[src/rtl/if_fetch_ctrl.sv]
// Instruction-fetch sequencer for the MIPS front end.
// Owns the fetch PC, issues one request at a time on the SRAM-like
// instruction bus, applies redirects (eret > exception > branch), drops
// responses made obsolete by a redirect, and buffers one instruction for
// decode.
//
// Handshakes:
//   bus request : inst_req/inst_addr are held stable until inst_addr_ok is
//                 seen high in the same cycle; a redirect never withdraws a
//                 presented request. inst_data_ok arrives no earlier than the
//                 cycle after inst_addr_ok; at most one request is outstanding.
//   decode      : an instruction moves to decode on a cycle with
//                 if_valid & id_allowin; if_pc/if_inst stay stable while
//                 if_valid is high and id_allowin is low.
module if_fetch_ctrl #(
  parameter logic [31:0] RESET_PC = 32'hbfc00000,
  parameter logic [31:0] EXC_VEC  = 32'hbfc00380
) (
  input  logic        clk,
  input  logic        resetn,
  input  logic        eret,
  input  logic [31:0] epc,
  input  logic        exc_oc,
  input  logic        br_take,
  input  logic [31:0] br_target,
  input  logic        id_allowin,
  output logic        inst_req,
  output logic [31:0] inst_addr,
  input  logic        inst_addr_ok,
  input  logic        inst_data_ok,
  input  logic [31:0] inst_rdata,
  output logic        if_valid,
  output logic [31:0] if_pc,
  output logic [31:0] if_inst
);

  typedef enum logic [1:0] {
    S_IDLE = 2'd0,
    S_REQ  = 2'd1,
    S_WAIT = 2'd2,
    S_HOLD = 2'd3
  } state_t;

  state_t      state_q, state_d;
  logic [31:0] fetch_pc_q, fetch_pc_d;
  logic        discard_q, discard_d;
  logic        pend_v_q, pend_v_d;
  logic [31:0] pend_pc_q, pend_pc_d;
  logic [31:0] if_pc_q, if_pc_d;
  logic [31:0] if_inst_q, if_inst_d;

  logic        redir;
  logic [31:0] redir_tgt;

  // Redirect request and its target, resolved by fixed priority.
  always_comb begin
    redir     = eret | exc_oc | br_take;
    redir_tgt = br_target;
    if (eret) begin
      redir_tgt = epc;
    end else if (exc_oc) begin
      redir_tgt = EXC_VEC;
    end
  end

  // Next-state and register updates for the fetch sequencer.
  always_comb begin
    state_d    = state_q;
    fetch_pc_d = fetch_pc_q;
    discard_d  = discard_q;
    pend_v_d   = pend_v_q;
    pend_pc_d  = pend_pc_q;
    if_pc_d    = if_pc_q;
    if_inst_d  = if_inst_q;

    case (state_q)
      S_IDLE: begin
        fetch_pc_d = RESET_PC;
        state_d    = S_REQ;
      end

      S_REQ: begin
        // The presented request cannot be withdrawn, so a redirect is
        // remembered and its eventual response marked for dropping.
        if (redir) begin
          pend_v_d  = 1'b1;
          pend_pc_d = redir_tgt;
          discard_d = 1'b1;
        end
        if (inst_addr_ok) begin
          state_d = S_WAIT;
        end
      end

      S_WAIT: begin
        if (inst_data_ok) begin
          if (discard_q || redir) begin
            // Stale response: drop it and restart at the newest target.
            if (redir) begin
              fetch_pc_d = redir_tgt;
            end else if (pend_v_q) begin
              fetch_pc_d = pend_pc_q;
            end
            discard_d = 1'b0;
            pend_v_d  = 1'b0;
            state_d   = S_REQ;
          end else begin
            if_inst_d  = inst_rdata;
            if_pc_d    = fetch_pc_q;
            fetch_pc_d = fetch_pc_q + 32'd4;
            state_d    = S_HOLD;
          end
        end else if (redir) begin
          pend_v_d  = 1'b1;
          pend_pc_d = redir_tgt;
          discard_d = 1'b1;
        end
      end

      S_HOLD: begin
        // A transfer in the redirect cycle is still delivered; without one
        // the buffered instruction is simply abandoned.
        if (redir) begin
          fetch_pc_d = redir_tgt;
          state_d    = S_REQ;
        end else if (id_allowin) begin
          state_d = S_REQ;
        end
      end

      default: begin
        state_d = S_IDLE;
      end
    endcase
  end

  // State and datapath registers with synchronous active-low reset.
  always_ff @(posedge clk) begin
    if (!resetn) begin
      state_q    <= S_IDLE;
      fetch_pc_q <= RESET_PC;
      discard_q  <= 1'b0;
      pend_v_q   <= 1'b0;
      pend_pc_q  <= 32'd0;
      if_pc_q    <= 32'd0;
      if_inst_q  <= 32'd0;
    end else begin
      state_q    <= state_d;
      fetch_pc_q <= fetch_pc_d;
      discard_q  <= discard_d;
      pend_v_q   <= pend_v_d;
      pend_pc_q  <= pend_pc_d;
      if_pc_q    <= if_pc_d;
      if_inst_q  <= if_inst_d;
    end
  end

  assign inst_req  = (state_q == S_REQ);
  assign inst_addr = fetch_pc_q;
  assign if_valid  = (state_q == S_HOLD);
  assign if_pc     = if_pc_q;
  assign if_inst   = if_inst_q;

endmodule
[config.mk]
export PLATFORM = sky130hd
export DESIGN_NAME = if_fetch_ctrl
export DESIGN_NICKNAME = d
export VERILOG_FILES = /design/src/rtl/if_fetch_ctrl.sv
export SDC_FILE = /design/constraint.sdc
export NUM_CORES = 1
export LEC_CHECK = 0
export BUFFER_PORTS_ARGS = -buffer_cell sky130_fd_sc_hd__clkbuf_2
export CORE_MARGIN = 2
export CORE_UTILIZATION = 50
export CTS_CLUSTER_SIZE = 28
export DETAILED_ROUTE_END_ITERATION = 6
export GPL_TIMING_DRIVEN = 0
export PLACE_DENSITY_LB_ADDON = 0.08
export REMOVE_ABC_BUFFERS = 1
export SETUP_SLACK_MARGIN = 0.2
export SKIP_CTS_REPAIR_TIMING = 1
export SYNTH_ARGS = -nofsm -noshare
export SYNTH_HDL_FRONTEND = slang
export SYNTH_SLANG_ARGS = --single-unit
export TNS_END_PERCENT = 5
[constraint.sdc]
create_clock -name clk -period 2.6 [get_ports clk]
set_input_delay 0.52 -clock clk [delete_from_list [all_inputs] [get_ports clk]]
set_output_delay 0.52 -clock clk [all_outputs]
set_load 0.1 [all_outputs]
==> flow_summary.json <==
{
  "synth_area_leaders": "dfxtp_1 (41%), nand2_1 (11%), a21oi_1 (9.0%)",
  "clock_latency_ps": 420,
  "final_area_um2": 8193,
  "die_x_um": 117.0,
  "start_util_pct": 50.97,
  "hold_viol": 0,
  "crit_end": "inst_addr[12]",
  "final_cells": 1175,
  "dpl.cell_count": 1137,
  "coreArea_um2": 12520,
  "timing.rr.end": "inst_addr[12]",
  "fmax_mhz": 406.2,
  "grt-ovfl-total": 0,
  "postRouteAntennaNets": 0,
  "ios": 202,
  "synth_top_area_share_pct": 41.42,
  "period_share_pct": 94.69,
  "post_drt_wl_per_cell_um": 16.81,
  "grt_pass1_wl_mm": 29.65,
  "synth_seq_cells": 132,
  "drc": 0,
  "wl_mm": 19.75,
  "worst-path-buf-inv": 1,
  "slew_headroom_pct": 35.65,
  "clkTransAtPathRegs_ps": 60,
  "crit_slowest_cell": "nor2_1",
  "place.gp.congestion": 0.9123,
  "crit_family": "simple AND/OR/NAND/NOR gates",
  "vias": 6689,
  "critPathKind": "flop to flop",
  "grt_max_degree": 71,
  "leakage_nw": 3.262,
  "track_usage_pct": 27.79,
  "worst_ep_required_time_ps": 2890,
  "rows": 41,
  "fill_cells": 1176,
  "cts_root_buf": "clkbuf_16",
  "dp.final_hpwl_mm": 13.05,
  "synthArstFlopShare_pct": 0,
  "r2r-start": "state_q[0]",
  "via_per_inst": 5.693,
  "endpoint_kind": "flop",
  "status": "finished clean",
  "cts_tree": "built",
  "drt_iter0_markers": 658,
  "grt_pass1_vias": 5777,
  "nets": 1099,
  "clk_path_buf_depth": 2,
  "antenna_found_initial": 0,
  "first_pass_iters": 6,
  "tightest_slew_ps": 965.2,
  "cp_num_cells": 7,
  "hp-class": "input port to flop",
  "ys_types": 62,
  "p_per_area_nw_per_um2": 680.6,
  "finish.utilization_pct": 65.45,
  "r2r_slack_ps": 140,
  "yosysSeqAreaShare_pct": 41.42,
  "maxCapViolCount": 0,
  "period_needed_ps": 2462,
  "crit_fanout": 22,
  "cts_max_level": 4,
  "setup_viol": 0,
  "dp_slack_ps": -1533,
  "clock_skew_ps": 5.294,
  "area_growth_pct": 28.42,
  "die_area_um2": 13680,
  "seq_area_um2": 2643,
  "slew_viol_final": 0,
  "arrival_ps": 2760,
  "synth_edf_count": 0,
  "synth_warnings": 0,
  "max_stage_delay_ps": 460,
  "irDropWorstVdd_mv": 0.3380,
  "port_buffers": 201,
  "numCtsBuffers": 17,
  "netlist_instances": 829,
  "setup_ws_ps": 138.0,
  "clock-sinks": 132,
  "start_kind": "flop",
  "ys.flop_type": "dfxtp_1",
  "rsz0062_at_grt": "true",
  "die_h_um": 117.0,
  "dpl-instance-area_um2": 7408,
  "ff2ff_path_depth": 7,
  "num_antenna_cells": 0,
  "crit_chain": "inv_1 -> ha_2 -> nor2b_1 -> nor2_1 -> nand2_4 -> a222oi_1 -> a211oi_1",
  "drive_gt1_share_pct": 27.72,
  "avgSynthCellArea_um2": 7.696,
  "setup.worst_path.start": "state_q[0]",
  "syn-cell-area_um2": 6380,
  "multi_input_area_um2": 3502,
  "hold_ws_ps": 315.3,
  "yosys.area.top_type": "dfxtp_1"
}
==> cell usage after synthesis (10+ instances only) <==
cell	n
nand2_1	180
a22oi_1	17
a211oi_1	21
o2bb2ai_1	12
a21oi_1	115
dfxtp_1	132
inv_1	12
nor3_1	13
nand3_1	12
nand4_1	12
clkbuf_1	45
a31oi_1	10
nor2_1	59
buf_2	16
o21ai_0	31
a221oi_1	11
==> stage by stage <==
stage / power [W] / setup TNS, ps
global route: 0.005776 / 0
global placement: 0.002892 / -205340
detailed placement: 0.002910 / -101440
floorplan: 0.002662 / -11300
finish: 0.005576 / 0
CTS: 0.005576 / -46610
==> cell families (layout without fill, tap and decap cells) <==
kind of cell / Yosys count / in the layout / share of synthesized area (%)
flops: 132 / 132 / 41.42
mux: 11 / 11 / 1.765
fa+ha+maj: 5 / 5 / 0.9806
buf+inv: 81 / 255 / 5.079
xor+xnor: 4 / 4 / 0.5492
simple gates: 318 / 318 / 22.12
compound gates: 278 / 278 / 28.08
==> layout make-up <==
| class | instances | share of cell area [%] |
|---|---|---|
| clock buffer | 23 | 5.956 |
| clock inverter | 9 | 2.108 |
| inverter | 12 | 0.5803 |
| multi-input combinational | 616 | 42.75 |
| sequential | 132 | 32.25 |
| tap | 172 | 2.627 |
| timing repair buffer | 211 | 13.73 |
==> tightest hold or removal path, delay by kind of cell <==
kind                   cells  cell delay [ps]
buffers and inverters      1               80
and+or+nand+nor            1               40
AOI/OAI and AO/OA          1               50
==> registers in the layout, indices dropped and copies added, names as in the netlist <==
name / flops
pend_pc_q: 32
pend_v_q: 1
if_pc: 32
state_q: 2
discard_q: 1
inst_addr: 32
if_inst: 32
==> power by group <==
part	total, W	leakage [nW]	internal, W	switching [W]
clock network	0.00268	0.323	0.00180	0.000878
registers	0.00217	1.07	0.00211	0.0000591
logic	0.000729	1.87	0.000249	0.000480
==> cell usage in the layout (no fill, tap or decap), types with 9 or more instances in the layout <==
master	netlist	final
clkbuf_2	0	200
nand2_1	180	178
dfxtp_1	132	132
a21oi_1	115	114
nor2_1	59	58
o21ai_0	31	29
a211oi_1	21	21
a22oi_1	17	17
clkbuf_16	0	17
o2bb2ai_1	12	12
nand4_1	12	12
inv_1	12	11
a221oi_1	11	11
a31oi_1	10	10
nor3_1	13	9
nand3_1	12	9
mux2i_1	9	9
==> worst min path at each step <==
stage,startpoint,end,slack (ps),cells past startpoint
final,inst_rdata[2],if_inst[2],320,3
after global routing,inst_rdata[25],if_inst[25],320,3
after CTS,inst_rdata[2],if_inst[2],310,3
after detailed placement,pend_pc_q[17],pend_pc_q[17],450,2
after global placement,pend_pc_q[28],pend_pc_q[28],440,2
after floorplan,pend_pc_q[28],pend_pc_q[28],430,2
==> per-layer routing <==
layer,vias up,share of wire (%),global-route usage [%]
met5,-,0,0
met4,0,1.8,11.37
met3,37,7.4,5.716
met2,289,45,43.39
met1,3057,45,37.66
li1,3306,-,-
Power figures use the tool's default switching activity.
